--- src/rtl/multdiv_seq_pkg.sv ---
// ---------------------------------------------------------------------------
// multdiv_seq_pkg
// Shared definitions for the sequential multiply/divide unit:
//   state_e    - controller state encoding (IDLE, MULT, DIV, DONE)
//   WIDTH_DEF  - default operand/result width
//   ITER_DEF   - default iteration count per operation (equals WIDTH_DEF)
//   INT_MIN    - most negative 32-bit signed value, the one dividend whose
//                quotient by -1 cannot be represented
// ---------------------------------------------------------------------------
package multdiv_seq_pkg;

  typedef enum logic [1:0] {
    ST_IDLE = 2'b00,
    ST_MULT = 2'b01,
    ST_DIV  = 2'b10,
    ST_DONE = 2'b11
  } state_e;

  localparam int WIDTH_DEF = 32;
  localparam int ITER_DEF  = 32;

  localparam logic [31:0] INT_MIN = 32'h8000_0000;

endpackage

--- src/rtl/multdiv_seq_iter_counter.sv ---
// ---------------------------------------------------------------------------
// iter_counter
// Step counter for the multiply/divide sequencer.
//   clk     - clock, rising edge
//   reset   - asynchronous active-low reset, count forced to 0
//   clear   - synchronous clear to 0 (start of an operation)
//   enable  - advance by one step
//   tc      - terminal count: high while the count holds the last step index
//             (ITER-1), so the step taken on that edge is the final one
// ---------------------------------------------------------------------------
module iter_counter
  import multdiv_seq_pkg::*;
#(
  parameter int ITER = ITER_DEF
) (
  input  logic clk,
  input  logic reset,
  input  logic clear,
  input  logic enable,
  output logic tc
);

  localparam int             CW   = (ITER > 1) ? $clog2(ITER) : 1;
  localparam logic [CW-1:0]  LAST = CW'(ITER - 1);
  localparam logic [CW-1:0]  ONE  = CW'(1);
  localparam logic [CW-1:0]  ZERO = CW'(0);

  logic [CW-1:0] count_q;
  logic [CW-1:0] count_d;

  // next count: clear wins over enable
  always_comb begin
    count_d = count_q;
    if (clear) begin
      count_d = ZERO;
    end else if (enable) begin
      count_d = count_q + ONE;
    end else begin
      count_d = count_q;
    end
  end

  // count register
  always_ff @(posedge clk or negedge reset) begin
    if (!reset) begin
      count_q <= ZERO;
    end else begin
      count_q <= count_d;
    end
  end

  assign tc = (count_q == LAST);

endmodule

--- src/rtl/multdiv_seq.sv ---
// ---------------------------------------------------------------------------
// multdiv_seq
// Iterative signed multiplier / divider for the execute stage.
// Multiply uses radix-2 Booth recoding, one step per cycle; divide uses
// restoring division on magnitudes, one quotient bit per cycle, with the
// sign applied on the final step. Both take ITER steps, so the result pulse
// arrives ITER+1 cycles after the cycle in which the start was presented.
// A zero divisor finishes after a single cycle with an exception.
//
// Ports:
//   clk             - clock, rising edge
//   reset           - asynchronous active-low reset
//   ctrl_MULT       - start multiply (takes priority over ctrl_DIV)
//   ctrl_DIV        - start divide
//   data_operandA   - multiplicand / dividend (signed)
//   data_operandB   - multiplier / divisor (signed)
//   data_result     - product low WIDTH bits or quotient, held until next DONE
//   data_exception  - product overflow, divide by zero, or INT_MIN / -1
//   data_resultRDY  - one-cycle pulse when result/exception are new
//   stall           - high while a start is presented or the unit is busy
// ---------------------------------------------------------------------------
module multdiv_seq
  import multdiv_seq_pkg::*;
#(
  parameter int WIDTH = WIDTH_DEF,
  parameter int ITER  = ITER_DEF
) (
  input  logic             clk,
  input  logic             reset,
  input  logic             ctrl_MULT,
  input  logic             ctrl_DIV,
  input  logic [WIDTH-1:0] data_operandA,
  input  logic [WIDTH-1:0] data_operandB,
  output logic [WIDTH-1:0] data_result,
  output logic             data_exception,
  output logic             data_resultRDY,
  output logic             stall
);

  // Booth accumulator carries two guard bits so that adding or subtracting a
  // multiplicand of INT_MIN can never wrap before the arithmetic shift.
  localparam int UW = WIDTH + 2;
  // Booth register layout: {accumulator[UW], multiplier[WIDTH], q_minus1}
  localparam int BW = UW + WIDTH + 1;

  localparam logic [WIDTH-1:0] MIN_VAL = {1'b1, {(WIDTH-1){1'b0}}};
  localparam logic [WIDTH-1:0] ZERO_W  = {WIDTH{1'b0}};
  localparam logic [WIDTH-1:0] ONES_W  = {WIDTH{1'b1}};
  localparam logic [UW-1:0]    ZERO_U  = {UW{1'b0}};

  // ---------------- state and datapath registers ----------------
  state_e           state_q,  state_d;
  logic [BW-1:0]    booth_q,  booth_d;
  logic [UW-1:0]    mcand_q,  mcand_d;
  logic [WIDTH-1:0] rem_q,    rem_d;
  logic [WIDTH-1:0] quot_q,   quot_d;
  logic [WIDTH-1:0] dvs_q,    dvs_d;
  logic             neg_q,    neg_d;
  logic             ovf_q,    ovf_d;
  logic [WIDTH-1:0] result_q, result_d;
  logic             exc_q,    exc_d;
  logic             rdy_q,    rdy_d;

  // ---------------- combinational helpers ----------------
  logic [UW-1:0]    booth_acc_s;
  logic [UW-1:0]    booth_sum_s;
  logic [BW-1:0]    booth_nx_s;
  logic [WIDTH:0]   prod_hi_s;
  logic             mul_ovf_s;

  logic [WIDTH:0]   rem_sh_s;
  logic [WIDTH:0]   diff_s;
  logic [WIDTH-1:0] rem_nx_s;
  logic [WIDTH-1:0] quot_nx_s;
  logic [WIDTH-1:0] quot_fin_s;

  logic [WIDTH-1:0] a_mag_s;
  logic [WIDTH-1:0] b_mag_s;

  logic             cnt_clear;
  logic             cnt_en;
  logic             cnt_tc;

  iter_counter #(
    .ITER (ITER)
  ) u_iter_counter (
    .clk    (clk),
    .reset  (reset),
    .clear  (cnt_clear),
    .enable (cnt_en),
    .tc     (cnt_tc)
  );

  // one Booth radix-2 step: add/sub multiplicand per {q0, q-1}, then shift right arithmetically
  always_comb begin
    booth_acc_s = booth_q[BW-1:WIDTH+1];
    case (booth_q[1:0])
      2'b01:   booth_sum_s = booth_acc_s + mcand_q;
      2'b10:   booth_sum_s = booth_acc_s - mcand_q;
      default: booth_sum_s = booth_acc_s;
    endcase
    booth_nx_s = {booth_sum_s[UW-1], booth_sum_s, booth_q[WIDTH:1]};
    // product occupies booth_nx_s[2*WIDTH:1]; overflow when its upper WIDTH+1 bits disagree
    prod_hi_s  = booth_nx_s[2*WIDTH:WIDTH];
    mul_ovf_s  = !((&prod_hi_s) || !(|prod_hi_s));
  end

  // one restoring-division step on magnitudes, plus the signed quotient for the final step
  always_comb begin
    rem_sh_s = {rem_q, quot_q[WIDTH-1]};
    diff_s   = rem_sh_s - {1'b0, dvs_q};
    if (diff_s[WIDTH]) begin
      rem_nx_s  = rem_sh_s[WIDTH-1:0];
      quot_nx_s = {quot_q[WIDTH-2:0], 1'b0};
    end else begin
      rem_nx_s  = diff_s[WIDTH-1:0];
      quot_nx_s = {quot_q[WIDTH-2:0], 1'b1};
    end
    if (neg_q) begin
      quot_fin_s = ZERO_W - quot_nx_s;
    end else begin
      quot_fin_s = quot_nx_s;
    end
  end

  // operand magnitudes for a divide start
  always_comb begin
    if (data_operandA[WIDTH-1]) begin
      a_mag_s = ZERO_W - data_operandA;
    end else begin
      a_mag_s = data_operandA;
    end
    if (data_operandB[WIDTH-1]) begin
      b_mag_s = ZERO_W - data_operandB;
    end else begin
      b_mag_s = data_operandB;
    end
  end

  // controller next-state and datapath next values
  always_comb begin
    state_d   = state_q;
    booth_d   = booth_q;
    mcand_d   = mcand_q;
    rem_d     = rem_q;
    quot_d    = quot_q;
    dvs_d     = dvs_q;
    neg_d     = neg_q;
    ovf_d     = ovf_q;
    result_d  = result_q;
    exc_d     = exc_q;
    rdy_d     = 1'b0;
    cnt_clear = 1'b0;
    cnt_en    = 1'b0;

    case (state_q)
      ST_IDLE: begin
        if (ctrl_MULT) begin
          state_d   = ST_MULT;
          mcand_d   = {{2{data_operandA[WIDTH-1]}}, data_operandA};
          booth_d   = {ZERO_U, data_operandB, 1'b0};
          cnt_clear = 1'b1;
        end else if (ctrl_DIV) begin
          state_d   = ST_DIV;
          rem_d     = ZERO_W;
          quot_d    = a_mag_s;
          dvs_d     = b_mag_s;
          neg_d     = data_operandA[WIDTH-1] ^ data_operandB[WIDTH-1];
          // INT_MIN / -1: the magnitude path still yields INT_MIN, only the flag is extra
          ovf_d     = (data_operandA == MIN_VAL) && (data_operandB == ONES_W);
          cnt_clear = 1'b1;
        end else begin
          state_d = ST_IDLE;
        end
      end

      ST_MULT: begin
        booth_d = booth_nx_s;
        cnt_en  = 1'b1;
        if (cnt_tc) begin
          state_d  = ST_DONE;
          rdy_d    = 1'b1;
          result_d = booth_nx_s[WIDTH:1];
          exc_d    = mul_ovf_s;
        end else begin
          state_d = ST_MULT;
        end
      end

      ST_DIV: begin
        if (dvs_q == ZERO_W) begin
          state_d  = ST_DONE;
          rdy_d    = 1'b1;
          result_d = ZERO_W;
          exc_d    = 1'b1;
        end else begin
          rem_d  = rem_nx_s;
          quot_d = quot_nx_s;
          cnt_en = 1'b1;
          if (cnt_tc) begin
            state_d  = ST_DONE;
            rdy_d    = 1'b1;
            result_d = quot_fin_s;
            exc_d    = ovf_q;
          end else begin
            state_d = ST_DIV;
          end
        end
      end

      ST_DONE: begin
        state_d = ST_IDLE;
      end

      default: begin
        state_d = ST_IDLE;
      end
    endcase
  end

  // all controller and datapath state
  always_ff @(posedge clk or negedge reset) begin
    if (!reset) begin
      state_q  <= ST_IDLE;
      booth_q  <= {BW{1'b0}};
      mcand_q  <= ZERO_U;
      rem_q    <= ZERO_W;
      quot_q   <= ZERO_W;
      dvs_q    <= ZERO_W;
      neg_q    <= 1'b0;
      ovf_q    <= 1'b0;
      result_q <= ZERO_W;
      exc_q    <= 1'b0;
      rdy_q    <= 1'b0;
    end else begin
      state_q  <= state_d;
      booth_q  <= booth_d;
      mcand_q  <= mcand_d;
      rem_q    <= rem_d;
      quot_q   <= quot_d;
      dvs_q    <= dvs_d;
      neg_q    <= neg_d;
      ovf_q    <= ovf_d;
      result_q <= result_d;
      exc_q    <= exc_d;
      rdy_q    <= rdy_d;
    end
  end

  // stall must react in the same cycle a start is presented, so it is combinational;
  // it is gated by reset so it is low while reset is held
  always_comb begin
    stall = 1'b0;
    case (state_q)
      ST_IDLE: stall = reset & (ctrl_MULT | ctrl_DIV);
      ST_MULT: stall = reset;
      ST_DIV:  stall = reset;
      ST_DONE: stall = 1'b0;
      default: stall = 1'b0;
    endcase
  end

  assign data_result    = result_q;
  assign data_exception = exc_q;
  assign data_resultRDY = rdy_q;

endmodule

--- config.mk ---
export PLATFORM = sky130hd
export DESIGN_NAME = multdiv_seq
export DESIGN_NICKNAME = d
export VERILOG_FILES = /design/src/rtl/multdiv_seq_pkg.sv /design/src/rtl/multdiv_seq_iter_counter.sv /design/src/rtl/multdiv_seq.sv
export SDC_FILE = /design/constraint.sdc
export NUM_CORES = 1
export LEC_CHECK = 0
export CORE_MARGIN = 1
export CORE_UTILIZATION = 53
export DETAILED_ROUTE_END_ITERATION = 16
export PLACE_DENSITY_LB_ADDON = 0.1
export SLEW_MARGIN = 20
export SYNTH_ARGS = -nofsm -noshare
export SYNTH_HDL_FRONTEND = slang
export SYNTH_SLANG_ARGS = --single-unit
--- constraint.sdc ---
create_clock -name clk -period 15.05 [get_ports clk]
set_input_delay 3.01 -clock clk [delete_from_list [all_inputs] [get_ports clk]]
set_output_delay 3.01 -clock clk [all_outputs]
set_load 0.05 [all_outputs]
==> results of run 1 <==
## cells by family after synthesis
| group | count (synthesis) |
|---|---|
| and+or+nand+nor | 678 |
| AOI/OAI and AO/OA | 611 |
| DFF | 237 |
| buffers and inverters | 174 |
| xor gates and xnor gates | 161 |
| muxes | 84 |
| adders and majority gates | 78 |
## final timing paths
check,from,to
setup / recovery,ctrl_MULT,stall
hold / removal,booth_q[0],booth_q[0]
setup reg to reg,mcand_q[2],data_exception
hold reg to reg,booth_q[0],booth_q[0]
max in group asynchronous,reset,data_result[19]
min in group asynchronous,reset,rem_q[11]
## stage by stage
| step | hold WS [ps] | instance area, sq um | setup slack [ps] |
|---|---|---|---|
| after CTS | 487 | 19000 | 7360 |
| after global placement | 465 | 18100 | 7370 |
| after detailed placement | 474 | 18100 | 7360 |
| final | 483 | 19000 | 7360 |
| after floorplan | 450 | 16900 | 8400 |
| after global routing | 510 | 19000 | 7300 |
## per-layer routing
metal | wire, um | GRT usage [%] | share of wire, % | vias to the layer above
li1 | - | - | - | 7347
met3 | 2320 | 3.38 | 4.8 | 83
met1 | 22300 | 41.7 | 46 | 7352
met4 | 1530 | 9.16 | 3.1 | 0
met2 | 22600 | 47.9 | 46 | 395
met5 | 0 | 0 | 0 | -
## tightest hold or removal path, cell delays in order, from the launching register on
cell	delay, ps
dfrtp_1	350
nand2_1	50
o21ai_0	60
## sequential cells by signal (all words and copies together) (netlist names)
signal	count
state_q	2
u_iter_counter.count_q	5
rem_q	32
data_exception	1
quot_q	32
data_result	32
ovf_q	1
neg_q	1
mcand_q	32
data_resultRDY	1
dvs_q	32
booth_q	66
## where the power goes
group | internal, uW | leakage, uW | switching (uW)
logic | 899 | 0.00478 | 1400
clock network | 388 | 0.000441 | 276
registers | 848 | 0.00308 | 287
## cell usage in the layout, fill, tap and decap left out, drive strengths merged, types with 17 or more instances in the layout
cell type	Yosys	layout
nand2b	19	19
buf	25	18
xor2	85	85
nor3b	22	22
nor2b	21	21
nor3	48	48
dfrtp	237	237
clkdlybuf4s50	0	101
or3	22	22
nor4	25	25
nor2	128	128
nand3	25	25
mux2	32	32
a21o	40	40
o21a	17	17
xnor2	76	76
a21oi	145	145
nand2	280	280
ha	76	76
mux2i	52	52
inv	69	70
nand4	25	25
clkbuf	80	40
o31ai	31	31
o21ai	250	250
## area by class of cell
class | count | area share [%]
Tap cell | 396 | 2.60
Timing Repair Buffer | 119 | 6.08
Sequential cell | 237 | 31.2
Multi-Input combinational cell | 1612 | 54.1
Antenna cell | 1 | 0.0131
Clock inverter | 9 | 0.460
Inverter | 69 | 1.36
Clock buffer | 40 | 4.23
==> results by stage, run 1 <==
Floorplan:
- The die area is 32600 sq um.
- The starting utilization of the core area is 54.5%.
- The number of I/O pins is 103.
- The x dimension of the die is 180 um.
- The core region is 31000 sq um.
- The row count is 64.
- The floorplan step set the die height to 180 um.

Finish:
- The post-route netlist has 5.51% of its cells at a drive strength greater than 1.
- The end-of-flow core utilization is 61.4%.
- The net count of the finished layout is 2213.
- The final-layout fill cell count is 2748.
- The area of the multi-input gates is 10300 sq um.
- The area growth from synthesis to layout is 12.8%.
- Leaving out filler cells and counting taps, the final layout contains 2483.
- Registers take 5930 sq um.

Timing:
- On the final layout, the worst clock skew is 21.7 ps.
- The count of pins over their slew limit is 0.
- The hold violation total from the final report came to 0.
- Summed over all failing endpoints, the final setup total negative slack is 0 ps.
- The final clock period utilization by the worst path is 51.1%.
- The headroom to the max-slew limit is 29.7%.
- The post-layout minimum cycle time is 7690 ps.
- Setup repair after global routing left no endpoint under its margin.
- Setup violations remaining at the end of the flow were counted as 0.
- For the pin with the worst max-slew slack, the measured transition is 1050 ps.
- Timing would allow up to 130 MHz.

Synth:
- dfrtp_1 takes more of the synthesized area than any other cell.
- The synthesized-area fraction occupied by ao, oa, aoi and oai cells is 22.1%.
- The area share of and/or/nand/nor cells after synthesis is 19.3%.
- Yosys instantiated no cell more often than nand2_1.
- The area share of fa/ha/maj cells after synthesis is 5.87%.
- The xor-xnor portion of the synthesized cell area is 8.35%.
- Summing every instance area after synthesis gives 16900 sq um.
- The share of the synthesized area in the top cell type is 35.1%.
- The fraction of the yosys area taken by sequential cells is 35.1%.
- By area, the combinational part of the netlist is dominated by compound AO/OA/AOI/OAI gates.
- Yosys attributes the largest share of cell area to dfrtp_1 35%, o21ai_0 6.9%, nand2_1 6.2%.
- Counting instances in the post-synthesis netlist gives the leading cell types as 280 x nand2_1, 237 x dfrtp_1, 233 x o21ai_0.
- The number of different library cells used by synthesis comes to 81.
- The synthesized design contains 0 enable-type register cells.
- The synthesized area divided by synthesized cell count is 8.34 sq um.
- After synthesis, the share of flip-flops with an asynchronous set or reset is 100%.
- The gate count of the mapped netlist is 2023.
- The prevailing post-synth register cell is dfrtp_1.
- The proportion of synthesized area in mux cells is 5.22%.
- During synthesis, Yosys emitted a total of 0 warnings.
- The post-synth net total is 2169.
- In this run, synthesis produced a sequential element count of 237.

Placed design:
- The count of placed standard cells including taps is 2433.
- The final HPWL from detailed placement is 36.2 mm.
- The number of buffers inserted by port buffering is 102.
- The final weighted congestion in routability-driven placement is 0.942.

Worst setup path:
- The setup path with the least slack is of type primary input to output pin.
- For the worst setup path, the data arrival time is 4680 ps.
- Grouping stages by cell kind, the critical path spends the most delay in buffers and inverters.
- The worst-path maximum fanout is 6.
- Counting buffers and inverters, the worst setup path is 4 cells deep.
- The buffers plus inverters on the worst setup path is 2.
- The critical path capture point type is an output pin.
- The cell with the biggest individual delay on the critical path is clkdlybuf4s50_1.
- Setup slack on the worst reg-to-reg path comes out at 9390 ps.
- The depth of the worst register-to-register path is 17.
- The worst setup path is launched from a primary input.
- Data on the critical path is required at its endpoint by 12040 ps.
- The critical path goes through clkdlybuf4s50_1 > o21a_1 > o21a_1 > clkdlybuf4s50_1.
- In this design, the stage delay of the slowest critical-path cell is 790 ps.

Clock network:
- In this run the clock root is driven by a clkbuf_16.
- The clock insertion delay at the later pin of the skew report is 560 ps.
- In this run the post-CTS setup repair buffer count came out at 0.
- The hold buffer count at cts is 0.
- The number of resized instances in the post-cts repair step is 0.
- The number of H-tree levels is 1.
- Clock-pin slew was measured on the worst setup and hold paths at 60 ps.
- The number of sinks on the clock net is 237.
- The buffer depth of the longest clock path is 3.
- The clock tree from TritonCTS is done.
- The total clock buffers created by CTS is 28.

Drt:
- The routed wire length is 48.7 mm.
- The mean number of vias per cell is 6.11.
- The number of violations reported at the end of detailed-routing iteration 0 is 1070.
- Dividing the detail-routed wire length by the instance count gives 19.6 um.
- The first detailed-routing pass ran for 6 iterations.
- The count of nets left with antenna violations once routing finished came out at 0.
- The via count is 15200.
- The DRC violations left is 0.

Min path:
- The worst min-delay path class is flip-flop to flip-flop.
- Along the worst hold path, the cell count comes to 2.

Power and ir drop:
- Overall power consumption after layout is estimated at 4100 uW.
- For this design the ratio of total power to cell area is 215 nW/um^2.
- The worst-case vdd ir drop is 0.000206 V.
- The analysis attributes to cell leakage a power of 0.00830 uW.

Global routing:
- Global routing used 29.7% of the available tracks.
- The via count of the first global-routing pass is 14200.
- The initial antenna violation count is 0.
- The wire length of the first global-routing pass is 77.5 mm.
- The overall overflow remaining after global route is 0.
- The pin count of the biggest net entering global routing is 86.

Run:
- The tool flagged a number of max-cap violations equal to 0.

Status:
- The flow ran to the end, and the final reports show no timing, DRC or antenna violations.
No activity file was read; power rests on OpenSTA's default activity.
==> run 2, diff against run 1 <==
==> constraint.sdc (replaced) <==
create_clock -name clk -period 7.9 [get_ports clk]
set_input_delay 1.58 -clock clk [delete_from_list [all_inputs] [get_ports clk]]
set_output_delay 1.58 -clock clk [all_outputs]
set_load 0.05 [all_outputs]
==> results by stage, run 2 (synthesis results as in run 1) <==
Global routing:
- The via count of the first global-routing pass came to 14700 (+3.6%).
- The overall overflow remaining after global route is 0 (unchanged).
- The initial antenna violation count is 0 (unchanged).
- The wire length of the first global-routing pass is 82.1 mm (+5.9%).
- The overall global routing resource usage was 31.5% (+1.9 points).
- The pin count of the biggest net entering global routing is 89 (+3.5%).

Clock network:
- The clock insertion delay at the later pin of the skew report is 560 ps (about the same).
- The count of buffers added by post-CTS timing repair for setup came to 0 (unchanged).
- The buffer depth of the longest clock path is 3 (unchanged).
- TritonCTS built the clock tree.
- The number of sinks on the clock net came to 237 (unchanged).
- The number of resized instances in the post-cts repair step was 0 (unchanged).
- The number of H-tree levels is 1 (unchanged).
- The total clock buffers created by CTS came to 29 (+3.6%).
- The root buffer selected by CTS is clkbuf_16.
- The clock input transition at the sequential cells of the worst setup and hold paths is 60 ps (about the same).
- The hold buffer count at cts is 0 (unchanged).

Worst setup path:
- The most critical setup path has its endpoint at data_exception.
- The reg-to-reg setup timing slack is 2460 ps (-6930 ps).
- The reg-to-reg critical path endpoint is data_exception.
- The worst setup path is launched from a flip-flop.
- The worst-path maximum fanout is 11 (+5).
- The first element of the critical path is mcand_q[14].
- The critical path is of the flip-flop to flip-flop type.
- The critical path capture point type is a flip-flop.
- The required time of the critical path is 8330 ps (-3710 ps).
- The arrival time of the worst setup path came to 5870 ps (+1190 ps).
- The depth of the worst register-to-register path is 20 (+3).
- The startpoint identified for the worst register-to-register timing path is mcand_q[14].

Timing:
- The headroom to the max-slew limit is 38.5% (+8.8 points).
- The accumulated negative setup slack was 0 ps (unchanged).
- The count of pins over their slew limit is 0 (unchanged).
- The hold violation total from the final report is 0 (unchanged).
- The final worst clock skew is 16.0 ps (-5.67 ps).
- Setup repair after global routing left no endpoint under its margin.
- The final clock period utilization by the worst path is 68.9%.
- The count of endpoints failing setup in the final report is 0 (unchanged).
- Static timing analysis puts the maximum clock frequency at 184 MHz.
- The worst setup slack after layout came to 2460 ps (-4900 ps).
- The pin slew with the least headroom to its limit came to 921 ps (-124 ps).
- The post-layout minimum cycle time is 5440 ps.

Drt:
- The via count is 15400 (+1.3%).
- The mean number of vias per cell is 6.19 (+1.2%).
- The mean routed wirelength per cell is 20.6 um (+4.8%).
- The wire length the detailed router placed on met1 is 23.2 mm (+4.1%).
- The routed wire length was 51.1 mm (+4.9%).
- The highest layer touched by signal routing is met4.
- The first-pass iteration count of the detailed router is 6 (unchanged).
- The DRC violations left is 0 (unchanged).
- The wire length on met3 is 2.85 mm (+23%).
- The remaining antenna violation count after routing came to 0 (unchanged).
- The met2 routed wirelength was 23.7 mm (+5.0%).
- The number of violations reported at the end of detailed-routing iteration 0 came to 1332 (+24%).

Finish:
- In the layout the commonest cells are 279 x nand2_1, 237 x dfrtp_1, 233 x o21ai_0.
- The fraction of final layout cells sized beyond drive strength 1 is 5.79% (+0.28 points).
- The net count of the finished layout was 2215 (+0.090%).
- The number of flip-flops in the largest register is 66 (unchanged).
- The area growth from synthesis to layout is 13.4%.
- The number of antenna diodes was 0 (-1).
- The leading cell type in the layout, fill and taps excluded is nand2_1.
- The final standard cell count with taps included and fillers excluded is 2485 (+0.081%).
- The register bank with the most flops is booth_q.
- The final design instance area without fill is 19100 sq um (+0.53%).

Placed design:
- The final HPWL from detailed placement is 37.8 mm (+4.6%).
- The setup slack after placement is 2540 ps (-4820 ps).
- The final weighted congestion in routability-driven placement is 0.934 (-0.82%).
- The count of placed standard cells including taps is 2434 (+0.041%).
- The total cell area at the placement stage came to 18100 sq um (about the same).
- The number of buffers inserted by port buffering is 102 (unchanged).

Status:
- The flow ran to the end, and the final reports show no timing, DRC or antenna violations.

Power and ir drop:
- The internal power summed over all cells came to 4180 uW (+96%).
- The net switching component of the power came to 3810 uW (+94%).
- The proportion of power drawn by flip-flops and latches came to 27.1% (-0.6 points).
- The worst-case vdd ir drop is 0.000300 V (+46%).
- The power density over the cells came to 418 nW/um^2 (+94%).
- The switching share of power came to 47.7% (-0.20 points).
- The power share of the clock group came to 17.4% (+1.2 points).
- The final total power is 7990 uW (+95%).
- The static leakage came to 0.00835 uW (+0.61%).
- The portion of total power attributed to combinational logic was 55.5% (-0.6 points).

Floorplan:
- The total core area is 31000 sq um (unchanged).
- The y dimension of the die is 180 um (unchanged).
- The x dimension of the die is 180 um (unchanged).
- The row count came to 64 (unchanged).
- The number of I/O pins is 103 (unchanged).
- The die area is 32600 sq um (unchanged).
- The starting utilization of the core area was 54.5% (unchanged).

Min path:
- The worst min-delay path class is flip-flop to flip-flop.

Run:
- The number of maximum-capacitance constraint violations is 0 (unchanged).
## run 2: stage by stage
stage | hold WS [ps] | util [%]
global route | 522 | 61.7
detailed placement | 475 | 58.5
global placement | 466 | 58.5
finish | 486 | 61.7
CTS | 489 | 61.7
floorplan | 450 | -
## run 2: how the worst min path moves through the flow
stage                   startpoint              to  cells after the start
floorplan               booth_q[0]      booth_q[0]                      2
global placement       booth_q[33]     booth_q[33]                      2
detailed placement           ovf_q           ovf_q                      2
CTS                          ovf_q           ovf_q                      2
global route        data_result[8]  data_result[8]                      2
finish                       ovf_q           ovf_q                      2
## run 2: layout make-up
cell class | count | area [sq um]
clock inverter | 14 | 183
timing repair buffer | 120 | 1160
fill | 2770 | 11900
inverter | 69 | 259
multi-input combinational | 1612 | 10300
clock buffer | 37 | 806
tap | 396 | 495
sequential | 237 | 5930
## run 2: critical path, stage by stage, from the launching register on
cell      delay (ps)
dfrtp_1          420
or3_1            390
or3_1            370
nor4_1           300
nand2b_1         140
nor2b_1          160
nor2b_1          380
a21oi_1          140
xnor2_1          140
ha_1             420
nand2_1          110
nor2_1            50
a211oi_1         340
a21oi_1          140
o221ai_2         250
a21boi_1         120
o31a_1           300
or3_1            360
or4_1            510
nor4_1           190
nor3_1            90
## run 2: routing by layer
layer | up-vias | track usage, %
li1 | 7355 | -
met5 | - | 0
met4 | 0 | 8.58
met3 | 71 | 3.80
met2 | 511 | 51.1
met1 | 7440 | 44.5
## run 2: power groups by stage
stage / Clock (uW) / Combinational, uW / Sequential (uW)
after floorplan: 0 / 3400 / 1930
after global placement: 0 / 4290 / 2150
after detailed placement: 0 / 4370 / 2160
after CTS: 1410 / 4390 / 2150
after global routing: 1460 / 4900 / 2210
final: 1390 / 4440 / 2160
==> run 3, diff against run 2 <==
==> constraint.sdc (replaced) <==
create_clock -name clk -period 5.5 [get_ports clk]
set_input_delay 1.1 -clock clk [delete_from_list [all_inputs] [get_ports clk]]
set_output_delay 1.1 -clock clk [all_outputs]
set_load 0.05 [all_outputs]
==> results by stage, run 3 (synthesis results as in run 1) <==
Drt:
- The DRC violations left was 0 (unchanged).
- The number of violations reported at the end of detailed-routing iteration 0 came to 1386 (+4.1%).
- The mean number of vias per cell is 6.17 (-0.29%).
- The via count is 15400 (+0.11%).
- The first-pass iteration count of the detailed router is 5 (-1).
- The remaining antenna violation count after routing is 0 (unchanged).
- The routed wire length came to 50.6 mm (-0.92%).
- The mean routed wirelength per cell is 20.3 um (-1.3%).

Global routing:
- The initial antenna violation count was 2 (+2).
- The overall overflow remaining after global route is 0 (unchanged).
- The overall global routing resource usage was 31.2% (-0.35 points).
- The via count of the first global-routing pass came to 14800 (+0.63%).
- The wire length of the first global-routing pass is 81.1 mm (-1.2%).
- The pin count of the biggest net entering global routing is 152 (+71%).

Timing:
- The pin slew with the least headroom to its limit is 977 ps (+56.5 ps).
- The count of pins over their slew limit is 0 (unchanged).
- The final clock period utilization by the worst path is 92.7% (+24 points).
- The worst setup slack after layout was 402 ps (-2060 ps).
- The highest attainable clock frequency is 196 MHz (+6.7%).
- The final worst clock skew is 14.5 ps (-1.48 ps).
- The accumulated negative setup slack is 0 ps (unchanged).
- The headroom to the max-slew limit is 34.2% (-4.2 points).
- Setup repair after global routing left no endpoint under its margin.
- The count of endpoints failing setup in the final report is 0 (unchanged).
- The post-layout minimum cycle time is 5100 ps (-344 ps).
- The hold violation total from the final report is 0 (unchanged).

Clock network:
- The clock insertion delay at the later pin of the skew report is 560 ps (about the same).
- The hold buffer count at cts came to 0 (unchanged).
- The clock input transition at the sequential cells of the worst setup and hold paths came to 60 ps (about the same).
- The tree is rooted in a clkbuf_16.
- The number of sinks on the clock net is 237 (unchanged).
- The number of resized instances in the post-cts repair step came to 0 (unchanged).
- The total clock buffers created by CTS is 29 (unchanged).
- The count of buffers added by post-CTS timing repair for setup is 0 (unchanged).
- The number of H-tree levels came to 1 (unchanged).
- The buffer depth of the longest clock path is 3 (unchanged).
- The clock tree from TritonCTS is done.

Worst setup path:
- The worst-path maximum fanout is 5 (-6).
- The critical path is of the flip-flop to flip-flop type.
- The required time of the critical path came to 5920 ps (-2410 ps).
- The critical path capture point type is a flip-flop.
- The arrival time of the worst setup path is 5520 ps (-350 ps).
- The critical path startpoint category is a flip-flop.

Placed design:
- The final HPWL from detailed placement is 37.5 mm (-0.89%).
- The final weighted congestion in routability-driven placement is 0.978 (+4.7%).
- The count of placed standard cells including taps was 2441 (+0.29%).
- The number of buffers inserted by port buffering came to 102 (unchanged).
- The setup slack after placement was 277 ps (-2270 ps).

Power and ir drop:
- The static leakage is 0.00839 uW (+0.53%).
- The final total power is 11500 uW (+44%).
- The worst-case vdd ir drop is 0.000542 V (+81%).
- The power density over the cells is 600 nW/um^2 (+44%).

Min path:
- The worst min-delay path class is primary input to asynchronous set/reset pin.

Finish:
- The end-of-flow core utilization is 62.0% (+0.30 points).
- The register bank with the most flops is booth_q.
- The final standard cell count with taps included and fillers excluded is 2495 (+0.40%).
- The register area is 5930 sq um (unchanged).
- The net count of the finished layout is 2222 (+0.32%).
- The number of flip-flops in the largest register is 66 (unchanged).
- The final-layout fill cell count is 2737 (-1.2%).
- The fraction of final layout cells sized beyond drive strength 1 is 6.39% (+0.59 points).
- The area of the multi-input gates is 10300 sq um (+0.33%).
- In the layout the commonest cells are 279 x nand2_1, 237 x dfrtp_1, 233 x o21ai_0.
- The area growth from synthesis to layout is 13.9%.
- The leading cell type in the layout, fill and taps excluded is nand2_1.

Floorplan:
- The number of I/O pins is 103 (unchanged).
- The total core area came to 31000 sq um (unchanged).
- The y dimension of the die is 180 um (unchanged).
- The x dimension of the die was 180 um (unchanged).
- The starting utilization of the core area is 54.5% (unchanged).
- The die area is 32600 sq um (unchanged).
- The row count is 64 (unchanged).

Run:
- The number of maximum-capacitance constraint violations is 0 (unchanged).

Status:
- The run finished with clean final reports.
## run 3: per-layer routing
layer | GRT usage (%) | vias up | part of all wire, %
met5 | 0 | - | 0
met3 | 4.04 | 113 | 6.0
met1 | 42.4 | 7386 | 44
met2 | 50.1 | 533 | 46
li1 | - | 7362 | -
met4 | 13.1 | 0 | 4.2
## run 3: area by class of cell
type / count / area share, %
multi-input combinational: 1612 / 53.7
sequential: 237 / 30.8
timing repair buffer: 127 / 6.44
clock buffer: 43 / 4.46
tap: 396 / 2.58
inverter: 69 / 1.35
clock inverter: 10 / 0.592
antenna: 1 / 0.0130
## run 3: per-stage QoR
step / instance area, sq um / hold WS (ps)
after floorplan: 16900 / 450
after global placement: 18200 / 464
after detailed placement: 18200 / 474
after CTS: 19200 / 415
after global routing: 19200 / 430
final: 19200 / 412
## run 3: final timing paths
kind | start | to | slack [ps] | cells past startpoint
hold reg to reg | data_result[26] | data_result[26] | 490 | 2
setup / recovery | mcand_q[14] | data_exception | 400 | 20
hold / removal | reset | rem_q[10] | 410 | 1
min in group clk | data_result[26] | data_result[26] | 490 | 2
setup reg to reg | mcand_q[14] | data_exception | 400 | 20
max in group asynchronous | reset | quot_q[18] | 3850 | 2
## run 3: worst max-delay path: stages (launching register included)
cell	delay, ps
dfrtp_1	420
or3_1	400
or3_1	380
nor4_2	210
nand2b_1	150
nor2b_1	150
nor2b_1	200
buf_4	150
a21oi_1	70
xnor2_1	150
ha_1	340
a21o_1	170
a21oi_1	230
o21ai_0	220
nor2b_1	180
a221o_1	300
or3_1	320
a31oi_1	300
nand2b_1	100
a2111oi_0	410
nor3_1	90
## run 3: where the power goes
group	internal [uW]	switching, uW	total, uW
combinational	2520	3930	6450
clock	1170	798	1970
sequential	2320	801	3120
total	6010	5530	11500
